===== src/rtl/cpu_pkg.sv =====
// Shared CPU front-end types: fetch FSM states, datapath widths and the fetch packet.
package cpu_pkg;

  localparam int unsigned WORD_W     = 32;
  localparam int unsigned OPCODE_W   = 6;
  localparam int unsigned REG_ADDR_W = 5;
  localparam int unsigned IMM_W      = 16;
  localparam int unsigned PC_STEP    = 4;

  typedef logic [WORD_W-1:0] word_t;

  typedef enum logic [1:0] {
    S_IDLE  = 2'd0,
    S_WAIT  = 2'd1,
    S_VALID = 2'd2
  } fetch_state_t;

  // Instruction register payload: the word plus the address it came from.
  typedef struct packed {
    word_t pc;
    word_t instr;
  } fetch_pkt_t;

  function automatic word_t align_pc(input word_t addr);
    return {addr[WORD_W-1:2], 2'b00};
  endfunction

endpackage


===== src/rtl/instr_fetch_reg_if.sv =====
// Fetch-stage bus: instruction-memory port, redirect/consume control and decoded IR fields.
interface instr_fetch_reg_if;
  import cpu_pkg::*;

  logic                  imem_req;
  word_t                 imem_addr;
  logic                  imem_ack;
  word_t                 imem_rdata;
  logic                  redirect_valid;
  word_t                 redirect_pc;
  logic                  consume;
  logic                  instr_valid;
  word_t                 instr;
  word_t                 pc_out;
  logic [OPCODE_W-1:0]   opcode;
  logic [REG_ADDR_W-1:0] rs;
  logic [REG_ADDR_W-1:0] rt;
  logic [REG_ADDR_W-1:0] rd;
  logic [IMM_W-1:0]      imm16;
  word_t                 fetch_count;

  modport master (
    output imem_req, imem_addr, instr_valid, instr, pc_out,
           opcode, rs, rt, rd, imm16, fetch_count,
    input  imem_ack, imem_rdata, redirect_valid, redirect_pc, consume
  );

  modport slave (
    input  imem_req, imem_addr, instr_valid, instr, pc_out,
           opcode, rs, rt, rd, imm16, fetch_count,
    output imem_ack, imem_rdata, redirect_valid, redirect_pc, consume
  );

endinterface


===== src/rtl/instr_fetch_reg.sv =====
// Instruction fetch stage: PC, instruction register and fetch FSM with redirect priority.
// Optional capture counter enabled by defining FETCH_PERF_CNT_EN.
module instr_fetch_reg
  import cpu_pkg::*;
#(
  parameter word_t RESET_PC = 32'h0000_0000
) (
  input  logic              clk,
  input  logic              rst,
  instr_fetch_reg_if.master bus
);

  fetch_state_t state_q, state_d;
  word_t        pc_q, pc_d;
  fetch_pkt_t   ir_q, ir_d;
  logic         req_q;
  logic         valid_q;
  logic         capture;

  // Next-state, PC and IR update; a redirect overrides anything the FSM decided.
  always_comb begin
    state_d = state_q;
    pc_d    = pc_q;
    ir_d    = ir_q;
    capture = 1'b0;

    unique case (state_q)
      S_IDLE: state_d = S_WAIT;
      S_WAIT: begin
        if (bus.imem_ack) begin
          ir_d.pc    = pc_q;
          ir_d.instr = bus.imem_rdata;
          pc_d       = pc_q + WORD_W'(PC_STEP);
          capture    = 1'b1;
          state_d    = S_VALID;
        end
      end
      S_VALID: begin
        if (bus.consume) state_d = S_WAIT;
      end
      default: state_d = S_IDLE;
    endcase

    if (bus.redirect_valid) begin
      state_d = S_WAIT;
      pc_d    = align_pc(bus.redirect_pc);
      ir_d    = ir_q;
      capture = 1'b0;
    end
  end

  // State, PC, IR and registered handshake outputs.
  always_ff @(posedge clk or posedge rst) begin
    if (rst) begin
      state_q <= S_IDLE;
      pc_q    <= RESET_PC;
      ir_q    <= '0;
      req_q   <= 1'b0;
      valid_q <= 1'b0;
    end else begin
      state_q <= state_d;
      pc_q    <= pc_d;
      ir_q    <= ir_d;
      req_q   <= (state_d == S_WAIT);
      valid_q <= (state_d == S_VALID);
    end
  end

`ifdef FETCH_PERF_CNT_EN
  word_t cnt_q;

  always_ff @(posedge clk or posedge rst) begin
    if (rst) begin
      cnt_q <= '0;
    end else if (capture) begin
      cnt_q <= cnt_q + WORD_W'(1);
    end
  end

  assign bus.fetch_count = cnt_q;
`else
  assign bus.fetch_count = '0;
`endif

  assign bus.imem_req    = req_q;
  assign bus.imem_addr   = pc_q;
  assign bus.instr_valid = valid_q;
  assign bus.instr       = ir_q.instr;
  assign bus.pc_out      = ir_q.pc;

  // Decoded fields are plain slices of the instruction register.
  assign bus.opcode = ir_q.instr[31:26];
  assign bus.rs     = ir_q.instr[25:21];
  assign bus.rt     = ir_q.instr[20:16];
  assign bus.rd     = ir_q.instr[15:11];
  assign bus.imm16  = ir_q.instr[15:0];

endmodule

===== src/flat_wrapper.sv =====
// flat-port wrapper written by rule: the top's interface ports become plain ports
module instr_fetch_reg_flat import cpu_pkg::*;
#(
  parameter word_t RESET_PC = 32'h0000_0000
)
  (clk, rst, bus_imem_req, bus_imem_addr, bus_instr_valid, bus_instr, bus_pc_out, bus_opcode, bus_rs, bus_rt, bus_rd, bus_imm16, bus_fetch_count, bus_imem_ack, bus_imem_rdata, bus_redirect_valid, bus_redirect_pc, bus_consume);
  instr_fetch_reg_if bus_i ();
  input  logic clk;
  input  logic rst;
  output wire logic [$bits(bus_i.imem_req)-1:0] bus_imem_req;
  output wire logic [$bits(bus_i.imem_addr)-1:0] bus_imem_addr;
  output wire logic [$bits(bus_i.instr_valid)-1:0] bus_instr_valid;
  output wire logic [$bits(bus_i.instr)-1:0] bus_instr;
  output wire logic [$bits(bus_i.pc_out)-1:0] bus_pc_out;
  output wire logic [$bits(bus_i.opcode)-1:0] bus_opcode;
  output wire logic [$bits(bus_i.rs)-1:0] bus_rs;
  output wire logic [$bits(bus_i.rt)-1:0] bus_rt;
  output wire logic [$bits(bus_i.rd)-1:0] bus_rd;
  output wire logic [$bits(bus_i.imm16)-1:0] bus_imm16;
  output wire logic [$bits(bus_i.fetch_count)-1:0] bus_fetch_count;
  input wire logic [$bits(bus_i.imem_ack)-1:0] bus_imem_ack;
  input wire logic [$bits(bus_i.imem_rdata)-1:0] bus_imem_rdata;
  input wire logic [$bits(bus_i.redirect_valid)-1:0] bus_redirect_valid;
  input wire logic [$bits(bus_i.redirect_pc)-1:0] bus_redirect_pc;
  input wire logic [$bits(bus_i.consume)-1:0] bus_consume;
  assign bus_imem_req = bus_i.imem_req;
  assign bus_imem_addr = bus_i.imem_addr;
  assign bus_instr_valid = bus_i.instr_valid;
  assign bus_instr = bus_i.instr;
  assign bus_pc_out = bus_i.pc_out;
  assign bus_opcode = bus_i.opcode;
  assign bus_rs = bus_i.rs;
  assign bus_rt = bus_i.rt;
  assign bus_rd = bus_i.rd;
  assign bus_imm16 = bus_i.imm16;
  assign bus_fetch_count = bus_i.fetch_count;
  assign bus_i.imem_ack = bus_imem_ack;
  assign bus_i.imem_rdata = bus_imem_rdata;
  assign bus_i.redirect_valid = bus_redirect_valid;
  assign bus_i.redirect_pc = bus_redirect_pc;
  assign bus_i.consume = bus_consume;
  instr_fetch_reg #(.RESET_PC(RESET_PC)) u_core (.clk(clk), .rst(rst), .bus(bus_i));
endmodule

===== config.mk =====
export PLATFORM = sky130hd
export DESIGN_NAME = instr_fetch_reg_flat
export DESIGN_NICKNAME = d
export VERILOG_FILES = /design/src/rtl/cpu_pkg.sv /design/src/rtl/instr_fetch_reg_if.sv /design/src/rtl/instr_fetch_reg.sv /design/src/flat_wrapper.sv
export SDC_FILE = /design/constraint.sdc
export NUM_CORES = 1
export LEC_CHECK = 0
export ABC_AREA = 1
export CAP_MARGIN = 20
export CORE_MARGIN = 4
export CORE_UTILIZATION = 55
export DETAILED_ROUTE_END_ITERATION = 8
export DONT_BUFFER_PORTS = 1
export PLACE_DENSITY = 0.7
export RECOVER_POWER = 100
export SETUP_SLACK_MARGIN = 0.05
export SLEW_MARGIN = 30
export SYNTH_ARGS = -nofsm -noshare
export SYNTH_HDL_FRONTEND = slang
export SYNTH_SLANG_ARGS = --single-unit

===== constraint.sdc =====
create_clock -name clk -period 3.8 [get_ports clk]
set_input_delay 0.76 -clock clk [delete_from_list [all_inputs] [get_ports clk]]
set_output_delay 0.76 -clock clk [all_outputs]
set_load 0.01 [all_outputs]

==> run summary <==
Flop2flop setup slack: 1.20 ns
Root Driver: clkbuf_8
Nets: 677
Starting Density: 0.561
Routability cong.: 0.856
Max Cap Viol: 3
Distinct cell type count after synthesis: 33
Vias: 3882
CTS buffer count: 9
PnR worst setup slack: 1.20 ns
Layout area overhead: -3.47%
HPWL after DPL: 9290 um
Register area share after synthesis: 0.465
Post-synth top area cell: dfrtp_1
CTS resizes: 0
Synthesized area per cell: 7.92 um^2
Post-Syn Area: 5160 um^2
CTS tree: yes
Most frequent cells in the layout: nand2_1 (215), dfrtp_1 (96), nor2_1 (52)
Final antenna-violating net count: 0
H-tree levels: 3
Cts hold-fix bufs: 0
Synth top area cells: dfrtp_1 (47%), nand2_1 (16%), buf_4 (11%)
First-pass iteration count of the detailed router: 4
Power Dens Cells: 514 nW/um^2
Status: finished with violations
Hold crit path type: in2reg
Post-CTS Setup Inserts: 0
Skew-Pair Late Insertion Delay: 0.37 ns
Clk slew on worst S/H paths: 0.10 ns
Int Power: 1.62 mW
Fraction of layout cells with a size suffix above 1: 0.0670
RSZ-0062 raised after global routing: false
Minimum clock period: 2.60 ns
Synth top area share: 0.465
Worst Max-Slew Pin Slew: 1.77 ns
Commonest non-fill, non-tap cell in the layout: nand2_1
Die width: 105 um
CTS Buffer Depth: 2
Reg power frac: 0.597
Hold Fails Final Rpt: 0
Yosys reg bits: 96
Period utilization: 0.685
DRC violations left: 0
Clock power share: 0.267
Peak VDD IR: 182 uV
Die height: 105 um
Final setup viols: 0
Arr. time, crit path: 2.86 ns
Switching Share: 0.366
Number of diodes: 0
Largest net degree at the start of global routing: 87
DR WL/cell: 17.7 um
First-pass GRT wire length: 20500 um
Startpoint types: flop
Initial DRC count: 210
Vias per cell: 5.37
Leak: 2.50 nW
Combinational share of power: 0.135
GRT overflow: 0
Final Skew: 0.0152 ns
Worst slew margin: -0.184
Rows: 35
Worst Hold Depth: 1
Initial antenna violation count: 0
Crit Path Max Fanout: 52
Critical Setup Path Class: reg2reg
Port bufs: 0
Failing checks: capacitance limit, slew limit
Worst reg2reg path depth: 6
Nature of the critical path endpoint: flop
Place WS: 1.40 ns
Cells after Synth: 652
All-Layer GR Usage: 0.235
Final Max Tran Viols: 179
Hold Slack: 0.478 ns
Clock sink count: 96
Die ar.: 11000 um^2
Core Area: 9200 um^2
Synth Warn #: 0
WL final: 12800 um
Ports: 236
Fmax achieved: 384 MHz
WP data required: 4.06 ns
Sw power: 0.937 mW
Setup TNS: 0 ns
Number of global-route vias before repair: 4008
==> cells by family after synthesis <==
kind of cell             count (synthesis)  synth area share
XOR/XNOR                                 2           0.00339
other                                    1          0.000727
adder cells (fa/ha/maj)                  1           0.00242
AO/OA/AOI/OAI                           60            0.0693
flip-flops                              96             0.465
AND/OR/NAND/NOR                        345             0.292
buffers and inverters                  147             0.167
==> sequential cells by signal (all words and copies together) (netlist names) <==
signal,count
u_core.bus.instr_valid,1
u_core.bus.imem_addr,30
u_core.bus.imem_req,1
u_core.bus.instr,32
u_core.bus.pc_out,30
u_core.state_q,2
==> worst max-delay path, stage by stage (launching register included) <==
cell and delay [ns]:
dfrtp_1 0.42, nor2_1 0.15, nand3_1 0.10, inv_1 1.17, buf_4 0.45, nand3_1 0.11, o211ai_1 0.09
==> synthesized netlist by cell type <==
cell,count
nor3_1,5
inv_1,45
nand3_2,1
a21oi_1,2
buf_6,1
o21a_1,3
nand3_1,42
nand4_1,7
nor2_8,1
ha_1,1
nor2_2,4
clkbuf_1,6
o21ai_1,3
clkinv_1,1
nand2_2,3
dfrtp_1,96
conb_1,1
o221ai_1,2
buf_4,76
nand2_1,215
inv_2,6
o31ai_1,3
nor3_2,1
o211ai_1,11
nor2_1,51
nand2_4,3
nor2_4,6
o2111ai_1,2
xor2_1,2
nand3b_1,5
nor3b_1,1
buf_2,12
o21ai_0,34
==> stage by stage <==
stage               area, um^2  power [mW]   util  std cells
floorplan                 5290        1.92      -        687
global route              4980        2.73  0.542        723
finish                    4980        2.56  0.542        723
global placement          4800        1.88  0.522        707
CTS                       4990        2.59  0.543        723
detailed placement        4800        1.91  0.522        707
==> layer usage <==
metal / vias to the layer above / routed length, um / GRT usage
met3: 14 / 1090 / 0.0852
li1: 1861 / - / -
met2: 154 / 6640 / 0.421
met1: 1853 / 4820 / 0.264
met5: - / 0 / 0
met4: 0 / 209 / 0.0637
==> layout make-up <==
type                            count  area, um^2
Sequential cell                    96        2400
Clock buffer                        9         124
Timing Repair Buffer                4        27.5
Tap cell                          111         139
Clock inverter                      7        70.1
Fill cell                         906        4210
Multi-Input combinational cell    444        2020
Inverter                           52         196
==> power groups by stage <==
stage	Combinational, mW	Sequential (mW)	Clock, mW
after global placement	0.332	1.55	0
after floorplan	0.476	1.44	0
after CTS	0.353	1.54	0.701
after global routing	0.413	1.56	0.750
final	0.347	1.53	0.685
after detailed placement	0.351	1.56	0
==> path summary, 6_finish.rpt <==
check / to / from
max: u_core.bus.imem_addr[8] / u_core.state_q[1]
min: u_core.bus.imem_req / bus_imem_ack
max reg2reg: u_core.bus.imem_addr[8] / u_core.state_q[1]
min reg2reg: u_core.bus.instr_valid / u_core.state_q[0]
max in group asynchronous: u_core.bus.instr[8] / rst
min in group asynchronous: u_core.bus.instr[21] / rst
No activity file was read; power rests on OpenSTA's default activity.
